==> src/rtl/uart_tx_param_if.sv <==
// Valid/ready word stream into the UART transmitter FIFO.
// Source side drives valid/data, transmitter returns ready.
interface uart_tx_param_if #(
    parameter int DATA_W = 8
);
    logic              s_valid;
    logic [DATA_W-1:0] s_data;
    logic              s_ready;

    modport master (
        output s_valid,
        output s_data,
        input  s_ready
    );

    modport slave (
        input  s_valid,
        input  s_data,
        output s_ready
    );
endinterface

==> src/rtl/uart_tx_param.sv <==
// UART transmitter with runtime baud divisor, parity and stop bits.
// Words queue in a small FIFO; frames go out LSB first, back-to-back.
module uart_tx_param #(
    parameter int DATA_W     = 8,
    parameter int DIV_W      = 16,
    parameter int FIFO_DEPTH = 4
) (
    input  logic                        clk,
    input  logic                        reset,
    input  logic [DIV_W-1:0]            baud_div,
    input  logic [1:0]                  parity_mode,
    input  logic                        stop2,
    uart_tx_param_if.slave              s,
    output logic                        txd,
    output logic                        busy,
    output logic                        tx_done,
    output logic [$clog2(FIFO_DEPTH):0] fifo_level
);
    localparam int AW = $clog2(FIFO_DEPTH);
    localparam int LW = AW + 1;
    localparam int BW = $clog2(DATA_W);
    localparam logic [LW-1:0] FULL     = LW'(FIFO_DEPTH);
    localparam logic [BW-1:0] LAST_BIT = BW'(DATA_W - 1);

    typedef enum logic [2:0] {
        S_IDLE,
        S_START,
        S_DATA,
        S_PARITY,
        S_STOP
    } state_t;

    logic [DATA_W-1:0] r_mem [FIFO_DEPTH];
    logic [AW-1:0]     r_wptr;
    logic [AW-1:0]     r_rptr;
    logic [LW-1:0]     r_level;

    logic              w_ready;
    logic              w_push;
    logic              w_pop;
    logic              w_has;
    logic [DATA_W-1:0] w_head;

    state_t            r_state;
    state_t            w_state_nx;
    logic [DIV_W-1:0]  r_cnt;
    logic [DIV_W-1:0]  w_cnt_nx;
    logic [BW-1:0]     r_bit;
    logic [BW-1:0]     w_bit_nx;
    logic              r_stc;
    logic              w_stc_nx;
    logic [DATA_W-1:0] r_shift;
    logic [DATA_W-1:0] w_shift_nx;
    logic              r_txd;
    logic              w_txd_nx;
    logic              w_done;
    logic              w_bit_end;

    // Frame settings captured at pop time, stable for the whole frame
    logic [DIV_W-1:0]  r_div;
    logic              r_pen;
    logic              r_par;
    logic              r_stop2;

    assign w_ready = (r_level != FULL);
    assign w_push  = s.s_valid && w_ready;
    assign w_has   = (r_level != '0);
    assign w_head  = r_mem[r_rptr];

    always_ff @(posedge clk) begin
        if (w_push) begin
            r_mem[r_wptr] <= s.s_data;
        end
    end

    always_ff @(posedge clk or posedge reset) begin
        if (reset) begin
            r_wptr  <= '0;
            r_rptr  <= '0;
            r_level <= '0;
        end else begin
            if (w_push) begin
                r_wptr <= r_wptr + 1'b1;
            end
            if (w_pop) begin
                r_rptr <= r_rptr + 1'b1;
            end
            case ({w_push, w_pop})
                2'b10:   r_level <= r_level + 1'b1;
                2'b01:   r_level <= r_level - 1'b1;
                default: r_level <= r_level;
            endcase
        end
    end

    assign w_bit_end = (r_cnt == r_div);

    always_comb begin
        w_state_nx = r_state;
        w_cnt_nx   = r_cnt + 1'b1;
        w_bit_nx   = r_bit;
        w_stc_nx   = r_stc;
        w_shift_nx = r_shift;
        w_txd_nx   = r_txd;
        w_pop      = 1'b0;
        w_done     = 1'b0;
        case (r_state)
            S_IDLE: begin
                w_cnt_nx = '0;
                w_txd_nx = 1'b1;
                if (w_has) begin
                    w_pop      = 1'b1;
                    w_state_nx = S_START;
                    w_txd_nx   = 1'b0;
                end
            end
            S_START: begin
                if (w_bit_end) begin
                    w_cnt_nx   = '0;
                    w_bit_nx   = '0;
                    w_state_nx = S_DATA;
                    w_txd_nx   = r_shift[0];
                end
            end
            S_DATA: begin
                if (w_bit_end) begin
                    w_cnt_nx = '0;
                    if (r_bit == LAST_BIT) begin
                        w_stc_nx = 1'b0;
                        if (r_pen) begin
                            w_state_nx = S_PARITY;
                            w_txd_nx   = r_par;
                        end else begin
                            w_state_nx = S_STOP;
                            w_txd_nx   = 1'b1;
                        end
                    end else begin
                        w_bit_nx   = r_bit + 1'b1;
                        w_shift_nx = r_shift >> 1;
                        w_txd_nx   = r_shift[1];
                    end
                end
            end
            S_PARITY: begin
                if (w_bit_end) begin
                    w_cnt_nx   = '0;
                    w_stc_nx   = 1'b0;
                    w_state_nx = S_STOP;
                    w_txd_nx   = 1'b1;
                end
            end
            S_STOP: begin
                if (w_bit_end) begin
                    w_cnt_nx = '0;
                    if (r_stc == r_stop2) begin
                        w_done = 1'b1;
                        // Chain straight into the next start bit when queued
                        if (w_has) begin
                            w_pop      = 1'b1;
                            w_state_nx = S_START;
                            w_txd_nx   = 1'b0;
                        end else begin
                            w_state_nx = S_IDLE;
                            w_txd_nx   = 1'b1;
                        end
                    end else begin
                        w_stc_nx = 1'b1;
                    end
                end
            end
            default: begin
                w_state_nx = S_IDLE;
                w_cnt_nx   = '0;
                w_txd_nx   = 1'b1;
            end
        endcase
    end

    always_ff @(posedge clk or posedge reset) begin
        if (reset) begin
            r_state <= S_IDLE;
            r_cnt   <= '0;
            r_bit   <= '0;
            r_stc   <= 1'b0;
            r_shift <= '0;
            r_txd   <= 1'b1;
            r_div   <= '0;
            r_pen   <= 1'b0;
            r_par   <= 1'b0;
            r_stop2 <= 1'b0;
        end else begin
            r_state <= w_state_nx;
            r_cnt   <= w_cnt_nx;
            r_bit   <= w_bit_nx;
            r_stc   <= w_stc_nx;
            r_txd   <= w_txd_nx;
            if (w_pop) begin
                r_shift <= w_head;
                r_div   <= baud_div;
                r_pen   <= (parity_mode == 2'b01) ||
                           (parity_mode == 2'b10);
                r_par   <= (^w_head) ^ (parity_mode == 2'b10);
                r_stop2 <= stop2;
            end else begin
                r_shift <= w_shift_nx;
            end
        end
    end

    assign s.s_ready  = w_ready;
    assign txd        = r_txd;
    assign tx_done    = w_done;
    assign busy       = (r_state != S_IDLE) || w_has;
    assign fifo_level = r_level;
endmodule

==> src/flat_wrapper.sv <==
// flat-port wrapper written by rule: the top's interface ports become plain ports
module uart_tx_param_flat 
#(
    parameter int DATA_W     = 8,
    parameter int DIV_W      = 16,
    parameter int FIFO_DEPTH = 4
)
  (clk, reset, baud_div, parity_mode, stop2, txd, busy, tx_done, fifo_level, s_s_valid, s_s_data, s_s_ready);
  uart_tx_param_if #(.DATA_W(DATA_W)) s_i ();
  input  logic clk;
  input  logic reset;
  input  logic [DIV_W-1:0] baud_div;
  input  logic [1:0] parity_mode;
  input  logic stop2;
  output logic txd;
  output logic busy;
  output logic tx_done;
  output logic [$clog2(FIFO_DEPTH):0] fifo_level;
  input wire logic [$bits(s_i.s_valid)-1:0] s_s_valid;
  input wire logic [$bits(s_i.s_data)-1:0] s_s_data;
  output wire logic [$bits(s_i.s_ready)-1:0] s_s_ready;
  assign s_i.s_valid = s_s_valid;
  assign s_i.s_data = s_s_data;
  assign s_s_ready = s_i.s_ready;
  uart_tx_param #(.DATA_W(DATA_W), .DIV_W(DIV_W), .FIFO_DEPTH(FIFO_DEPTH)) u_core (.clk(clk), .reset(reset), .baud_div(baud_div), .parity_mode(parity_mode), .stop2(stop2), .s(s_i), .txd(txd), .busy(busy), .tx_done(tx_done), .fifo_level(fifo_level));
endmodule
==> config.mk <==
export PLATFORM = sky130hd
export DESIGN_NAME = uart_tx_param_flat
export DESIGN_NICKNAME = d
export VERILOG_FILES = /design/src/rtl/uart_tx_param_if.sv /design/src/rtl/uart_tx_param.sv /design/src/flat_wrapper.sv
export SDC_FILE = /design/constraint.sdc
export NUM_CORES = 1
export LEC_CHECK = 0
export CAP_MARGIN = 30
export CORE_ASPECT_RATIO = 1.2
export CORE_UTILIZATION = 50
export CTS_BUF_LIST = sky130_fd_sc_hd__clkbuf_8 sky130_fd_sc_hd__clkbuf_16
export CTS_CLUSTER_DIAMETER = 150
export DETAILED_ROUTE_END_ITERATION = 8
export PLACE_DENSITY_LB_ADDON = 0.08
export SYNTH_ARGS = -nofsm -noshare
export SYNTH_HDL_FRONTEND = slang
export SYNTH_SLANG_ARGS = --single-unit
==> constraint.sdc <==
create_clock -name clk -period 2.6 [get_ports clk]
set_clock_uncertainty 0.05 [all_clocks]
set_input_delay 0.39 -clock clk [delete_from_list [all_inputs] [get_ports clk]]
set_output_delay 0.39 -clock clk [all_outputs]
set_load 0.05 [all_outputs]
==> summary.txt, run 1 <==
Routing
  • WL final: 7610 um
  • Post-DR vias/cell: 5.33
  • Post-route ant nets: 0
  • DRC marker count from the first detailed-route iteration: 95
  • DRC: 0
  • WL per Instance: 15.4 um
  • Router iterations before antenna repair: 4
  • Via count: 2,628

Outcome
  • Status: complete, no violations

Logic synthesis
  • Net Count, Synth: 367
  • Top-area cell type share of the netlist area: 0.340
  • #FFs+latches synth: 90
  • Post-synthesis sequential area ratio: 0.576
  • Cell taking the most area after synthesis: dfrtp_1
  • Yosys Warn Count: 0
  • Post-synth EDFFs: 32
  • Synth area leaders: dfrtp_1 34%, edfxtp_1 23%, xor2_1 6.3%, mux2_2 4.8%, mux4_1 3.8%
  • Mapped Cells: 327
  • Cell Area, Synth: 4190 um^2
  • Ys async rst share: 0.644
  • Distinct cells, synth: 44
  • Synth Flop Type: dfrtp_1
  • Syn avg cell area: 12.8 um^2

Timing
  • Final worst-path cycle share: 0.986
  • Relative slew slack: 0.635
  • Worst slew pin tran: 0.546 ns
  • Minimum clock period: 2.56 ns
  • Unrepaired setup endpoints after global routing: yes
  • Worst hold margin: 0.343 ns
  • Final hold violations: 0
  • Final WS setup: 0.0372 ns
  • Max Freq: 390 MHz
  • Slew Viols, Final: 0
  • Final setup violation count: 0

Global route
  • Largest net degree at the start of global routing: 59
  • GRT overflow: 0
  • GRT Util Overall: 0.191
  • Initial antenna violation count: 0
  • First-pass GRT wire length: 12,800 um
  • Vias in the first global route: 2,721

Clocking
  • H-tree levels: 3
  • CTS tree: yes
  • Clk slew on worst S/H paths: 0.10 ns
  • Maximum root-to-sink buffer count: 2
  • TritonCTS Buffers: 9
  • CTS root buf: clkbuf_8
  • Worst skew pair latency: 0.37 ns
  • Clock Sinks: 90
  • Hold_buf cts: 0

Final layout
  • Share of post-route cells with drive strength above 1: 0.209
  • # nets final: 433
  • Post-route cell area: 5140 um^2
  • Commonest cells after routing, fill and taps aside: 57 x dfrtp_1, 35 x clkdlybuf4s50_1, 32 x edfxtp_1
  • Commonest non-fill, non-tap cell in the layout: dfrtp_1
  • Ant diodes: 0
  • Layout area overhead: 22.5%
  • Post-Layout Cell Count: 493

Placed design
  • Gp weighted congestion: 0.771
  • DP Wirelength: 5400 um
  • Pre-CTS WS: -0.153 ns
  • Placed cells: 470
  • PortBufs: 36
  • Placement Cell Area: 4820 um^2

Run
  • Max-cap viol count: 0

Critical path
  • Worst EP arrival: 2.80 ns
  • Flop2flop setup slack: 0.04 ns
  • Worst Path Buf+Inv: 3
  • Critical path launch point type: register
  • FF-to-FF path depth: 13
  • CP peak stage delay: 0.40 ns
  • R2r endpoint: u_core.fifo_level[2]$_DFFE_PP0P_
  • Slowest CP cell: dfrtp_1
  • Critical path cell sequence: xor2_1 > nor4_1 > buf_4 > nand4_1 > o21ai_2 > nand2_2 > inv_4 > ha_4 > inv_2 > fa_2 > xor2_1 > nor2_1 > xor2_1
  • Crit path max-delay family: simple AND/OR/NAND/NOR gates
  • Kind of critical path: reg -> reg
  • CP Capture Type: register
  • Worst path depth: 13
  • CP required: 2.84 ns
  • Reg2reg start: u_core.r_div[11]$_DFFE_PP0N_
  • CP max FO: 2
  • Crit-path most repeated cell: xor2_1

Floorplanning
  • Die Span Y: 102 um
  • Die width: 85.6 um
  • Core Area: 8110 um^2
  • Rows: 36
  • Initial Util: 0.517
  • Die area: 8750 um^2
  • Ports: 37

Power and ir drop
  • Switching share of power: 0.356
  • Clock power frac: 0.187
  • VDD IR max: 669 uV
  • NetSw: 0.00195 W
  • Register share of total power: 0.400
  • Leakage: 2.14 nW
  • Power Density: 1070 nW/um^2
  • Comb power frac: 0.412
  • Cell Int Power: 0.00352 W
  • Tot Pwr: 0.00547 W

Min path
  • Hold Crit Class: in -> async
flip-flops by register name, summed over array words and instances, names as in the netlist:
register           count
u_core.r_stop2         1
u_core.r_par           1
u_core.r_rptr          2
u_core.r_pen           1
u_core.r_wptr          2
u_core.r_div          16
u_core.r_mem          32
u_core.r_stc           1
u_core.txd             1
u_core.fifo_level      3
u_core.r_bit           3
u_core.r_cnt          16
u_core.r_shift         8
u_core.r_state         3
power by group through the flow:
stage,logic [W],clock network (W),registers [W]
2_1_floorplan,0.00165,0,0.00223
3_3_place_gp,0.00219,0,0.00221
3_5_place_dp,0.00222,0,0.00223
4_1_cts,0.00228,0.00104,0.00220
5_1_grt,0.00250,0.00110,0.00225
6_report,0.00226,0.00103,0.00219
metrics by stage:
| stage | TNS (ns) | util |
|---|---|---|
| 3_5_place_dp | -0.153 | 0.595 |
| 6_report | 0 | 0.633 |
| 2_1_floorplan | 0 | - |
| 3_3_place_gp | -0.148 | 0.595 |
| 4_1_cts | -0.00219 | 0.630 |
| 5_1_grt | -0.247 | 0.633 |
layout make-up:
type | count | area [um^2]
flip-flops and latches | 90 | 2410
multi-input cells | 209 | 1710
repair buffers | 67 | 619
inverters | 16 | 62.6
clock buffers | 9 | 124
fillers | 665 | 2970
well taps | 95 | 119
clock inverters | 7 | 92.6
what timing repair did:
action                                  CTS  global route
endpoints found under the setup margin    2             5
gates resized for setup                   9             3
buffers inserted                          4             3
pin swaps                                 3             2
worst min-delay path, stage by stage:
cell and delay [ns]:
clkdlybuf4s50_1 0.41, inv_2 0.07, buf_12 0.27
worst max-delay path by stage:
stage | slack (ns) | start | endpoint
floorplan | 0.007 | u_core.r_cnt[1]$_DFF_PP0_ | u_core.fifo_level[2]$_DFFE_PP0P_
global placement | -0.15 | u_core.r_div[10]$_DFFE_PP0N_ | u_core.fifo_level[2]$_DFFE_PP0P_
detailed placement | -0.15 | u_core.r_div[10]$_DFFE_PP0N_ | u_core.fifo_level[2]$_DFFE_PP0P_
CTS | -0.002 | u_core.r_cnt[10]$_DFF_PP0_ | tx_done
global route | -0.17 | u_core.r_div[12]$_DFFE_PP0N_ | u_core.fifo_level[2]$_DFFE_PP0P_
finish | 0.04 | u_core.r_div[11]$_DFFE_PP0N_ | u_core.fifo_level[2]$_DFFE_PP0P_
logic make-up after synthesis:
kind of cell / share of synthesized area
flops: 0.576
compound gates: 0.0484
mux: 0.119
buf+inv: 0.0293
simple gates: 0.0976
fa+ha+maj: 0.0316
xor+xnor: 0.0979
synthesized netlist by cell type (4+ instances only):
cell / count
dfrtp_1: 57
xnor2_1: 15
edfxtp_1: 32
buf_2: 4
nand3_1: 17
o21ai_0: 13
nor2_1: 28
ha_1: 9
o31ai_1: 5
clkbuf_1: 5
and3_1: 6
nor4_1: 5
mux4_1: 6
mux2_2: 18
nand2_1: 11
inv_1: 15
xor2_1: 30
a21oi_1: 6
nor3_1: 7
mux2i_1: 8
routing by layer:
layer / vias up / part of all wire / wire, um / track usage
met5: - / 0 / 0 / 0
met4: 0 / 0.016 / 125 / 0.0846
met3: 11 / 0.024 / 179 / 0.0331
met2: 35 / 0.52 / 3950 / 0.345
met1: 1282 / 0.44 / 3350 / 0.224
li1: 1300 / - / - / -
Power figures use the tool's default switching activity.
==> inputs of run 2 (changes only) <==
--- a/config.mk
+++ b/config.mk
@@ -12,6 +12,9 @@
 export CTS_CLUSTER_DIAMETER = 150
 export DETAILED_ROUTE_END_ITERATION = 8
 export PLACE_DENSITY_LB_ADDON = 0.08
+export REMOVE_ABC_BUFFERS = 1
+export SETUP_SLACK_MARGIN = 0.02
+export SLEW_MARGIN = 15
 export SYNTH_ARGS = -nofsm -noshare
 export SYNTH_HDL_FRONTEND = slang
 export SYNTH_SLANG_ARGS = --single-unit
==> run 2 against run 1 <==
The flow now finishes with violations (negative setup slack). First-iteration DRC count up 14%. Clock-buffer cell count is the same. Non-clock buffer count rose by 1. Setup slack lost 0.097 ns. Critical path depth stayed put. Combinational power up 3%. Fmax is 3.7% lower. Largest power group unchanged.
==> summary.txt, run 2 (synthesis results as in run 1) <==
Critical path
  • Kind of critical path: reg -> reg
  • Slowest CP cell: dfrtp_1
  • CP required: 2.83 ns (about the same)
  • Worst Path Buf+Inv: 3 (unchanged)
  • Worst EP arrival: 2.89 ns (+0.09 ns)
  • Crit-path most repeated cell: xor2_1
  • CP max FO: 2 (unchanged)
  • CP peak stage delay: 0.41 ns (about the same)
  • Critical path launch point type: register
  • Crit path max-delay family: simple AND/OR/NAND/NOR gates
  • CP Capture Type: register
  • Critical path cell sequence: xor2_1 > nor4_1 > buf_4 > nand4_1 > o21ai_2 > nand2_2 > inv_2 > ha_4 > inv_2 > fa_2 > xor2_1 > nor2_1 > xor2_1

Timing
  • Final setup violation count: 1 (+1)
  • Unrepaired setup endpoints after global routing: yes
  • Final hold violations: 0 (unchanged)
  • Slew Viols, Final: 0 (unchanged)
  • Worst slew pin tran: 0.525 ns (-0.0211 ns)
  • Minimum clock period: 2.66 ns (+0.0973 ns)
  • Max Freq: 376 MHz (-3.7%)
  • Final worst-path cycle share: 1.02 (+0.0374)
  • Final WS setup: -0.0601 ns (-0.0973 ns)
  • Relative slew slack: 0.649 (+0.0141)

Routing
  • Met1 wire length: 3240 um (-3.3%)
  • Post-route ant nets: 0 (unchanged)
  • Met2 routed WL: 4040 um (+2.3%)
  • DRC: 0 (unchanged)
  • Top layer reached by signal wires: met4
  • Router iterations before antenna repair: 4 (unchanged)
  • Post-DR vias/cell: 5.29 (-0.81%)
  • DRC marker count from the first detailed-route iteration: 108 (+14%)
  • WL per Instance: 15.5 um (+0.16%)
  • Met3 wire len: 218 um (+22%)
  • Via count: 2,612 (-0.61%)
  • WL final: 7640 um (+0.37%)

Final layout
  • Layout area overhead: 22.8%
  • Share of post-route cells with drive strength above 1: 0.206 (-0.00303)
  • Post-layout util: 0.635 (+0.00123)
  • Commonest non-fill, non-tap cell in the layout: dfrtp_1
  • Commonest cells after routing, fill and taps aside: 57 x dfrtp_1, 34 x clkdlybuf4s50_1, 32 x edfxtp_1
  • Ant diodes: 0 (unchanged)
  • Top flop regs: u_core.r_mem x32, u_core.r_cnt x16, u_core.r_div x16
  • Largest reg by FF count: u_core.r_mem
  • Post-route cell area: 5150 um^2 (+0.19%)
  • # nets final: 434 (+0.23%)
  • Number of flip-flops under the largest register name: 32 (unchanged)
  • Fill cell count: 643 (-3.3%)

Global route
  • First-pass GRT wire length: 13,000 um (+1.6%)
  • GRT Util Overall: 0.197 (+0.00571)
  • Largest net degree at the start of global routing: 59 (unchanged)
  • Initial antenna violation count: 0 (unchanged)
  • Vias in the first global route: 2,699 (-0.81%)
  • GRT overflow: 0 (unchanged)

Floorplanning
  • Core Area: 8110 um^2 (unchanged)
  • Ports: 37 (unchanged)
  • Rows: 36 (unchanged)
  • Die width: 85.6 um (unchanged)
  • Initial Util: 0.517 (unchanged)
  • Die area: 8750 um^2 (unchanged)
  • Die Span Y: 102 um (unchanged)

Placed design
  • Gp weighted congestion: 0.765 (-0.84%)
  • Placement Cell Area: 4820 um^2 (about the same)
  • PortBufs: 36 (unchanged)
  • DP Wirelength: 5280 um (-2.2%)

Min path
  • Hold Crit Class: in -> async

Clocking
  • TritonCTS Buffers: 9 (unchanged)
  • CTS tree: yes
  • CTS root buf: clkbuf_8
  • Hold_buf cts: 0 (unchanged)
  • Worst skew pair latency: 0.36 ns (about the same)
  • Clk slew on worst S/H paths: 0.09 ns (about the same)
  • Maximum root-to-sink buffer count: 2 (unchanged)
  • Clock Sinks: 90 (unchanged)
  • H-tree levels: 3 (unchanged)

Outcome
  • Status: complete, but fails checks
  • Failing checks: negative setup slack

Power and ir drop
  • VDD IR max: 637 uV (-4.7%)
  • Power Density: 1080 nW/um^2 (+1.2%)
  • Leakage: 2.16 nW (+0.72%)

Run
  • Max-cap viol count: 0 (unchanged)
[run 2: changes by cell type in the layout (fill, tap and decap cells not counted), sizes merged]
| cell | change |
|---|---|
| clkinv | -1 |
| clkdlybuf4s50 | -1 |
| buf | +1 |
| bufinv | +1 |
| dlymetal6s2s | +1 |
[run 2: final timing paths]
check	from	end	slack (ns)	cells after the start
worst min-delay path	reset	u_core.r_cnt[4]$_DFF_PP0_	0.34	3
worst max register to register	u_core.r_div[13]$_DFFE_PP0N_	u_core.fifo_level[2]$_DFFE_PP0P_	-0.06	13
min in group clk	u_core.txd$_DFFE_PP1P_	u_core.txd$_DFFE_PP1P_	0.43	2
worst max-delay path	u_core.r_div[13]$_DFFE_PP0N_	u_core.fifo_level[2]$_DFFE_PP0P_	-0.06	13
max in group asynchronous	reset	u_core.txd$_DFFE_PP1P_	1.86	3
worst min register to register	u_core.txd$_DFFE_PP1P_	u_core.txd$_DFFE_PP1P_	0.43	2
[run 2: cell type report]
cell class	instances	area (um^2)	share of cell area
Timing Repair Buffer	68	629	0.122
Clock inverter	7	93.8	0.0182
Inverter	16	60.1	0.0117
Tap cell	95	119	0.0231
Clock buffer	9	124	0.0241
Multi-Input combinational cell	209	1710	0.332
Sequential cell	90	2410	0.469
[run 2: layer usage]
layer / track usage / vias up
met4: 0.0782 / 0
li1: - / 1303
met5: 0 / -
met2: 0.351 / 33
met1: 0.233 / 1263
met3: 0.0420 / 13
[run 2: timing repair]
item / in CTS / in global routing
resized for setup: 11 / 5
pin swaps: 5 / 5
setup endpoints to repair: 3 / 25
setup buffers: 8 / 2
cloned: 0 / 0
[run 2: power by group]
group / switching, W / internal (W) / total [W]
sequential: 0.000274 / 0.00191 / 0.00218
combinational: 0.00113 / 0.00120 / 0.00233
clock: 0.000490 / 0.000543 / 0.00103
total: 0.00190 / 0.00365 / 0.00555
[run 2: stage by stage]
step                std cells  hold WS (ns)  setup slack [ns]  TNS, ns  total power (W)
global placement          471         0.425            -0.186   -0.213          0.00438
finish                    494         0.345           -0.0601  -0.0601          0.00555
CTS                       494         0.349           -0.0525  -0.0759          0.00560
detailed placement        471         0.424            -0.202   -0.218          0.00441
global route              494         0.381            -0.268    -1.51          0.00596
floorplan                 315         0.420            -0.837    -4.66          0.00379
[run 2: worst min-delay path: cells and delay by family]
family / cells / cell delay [ns]
buffers and inverters: 3 / 0.75
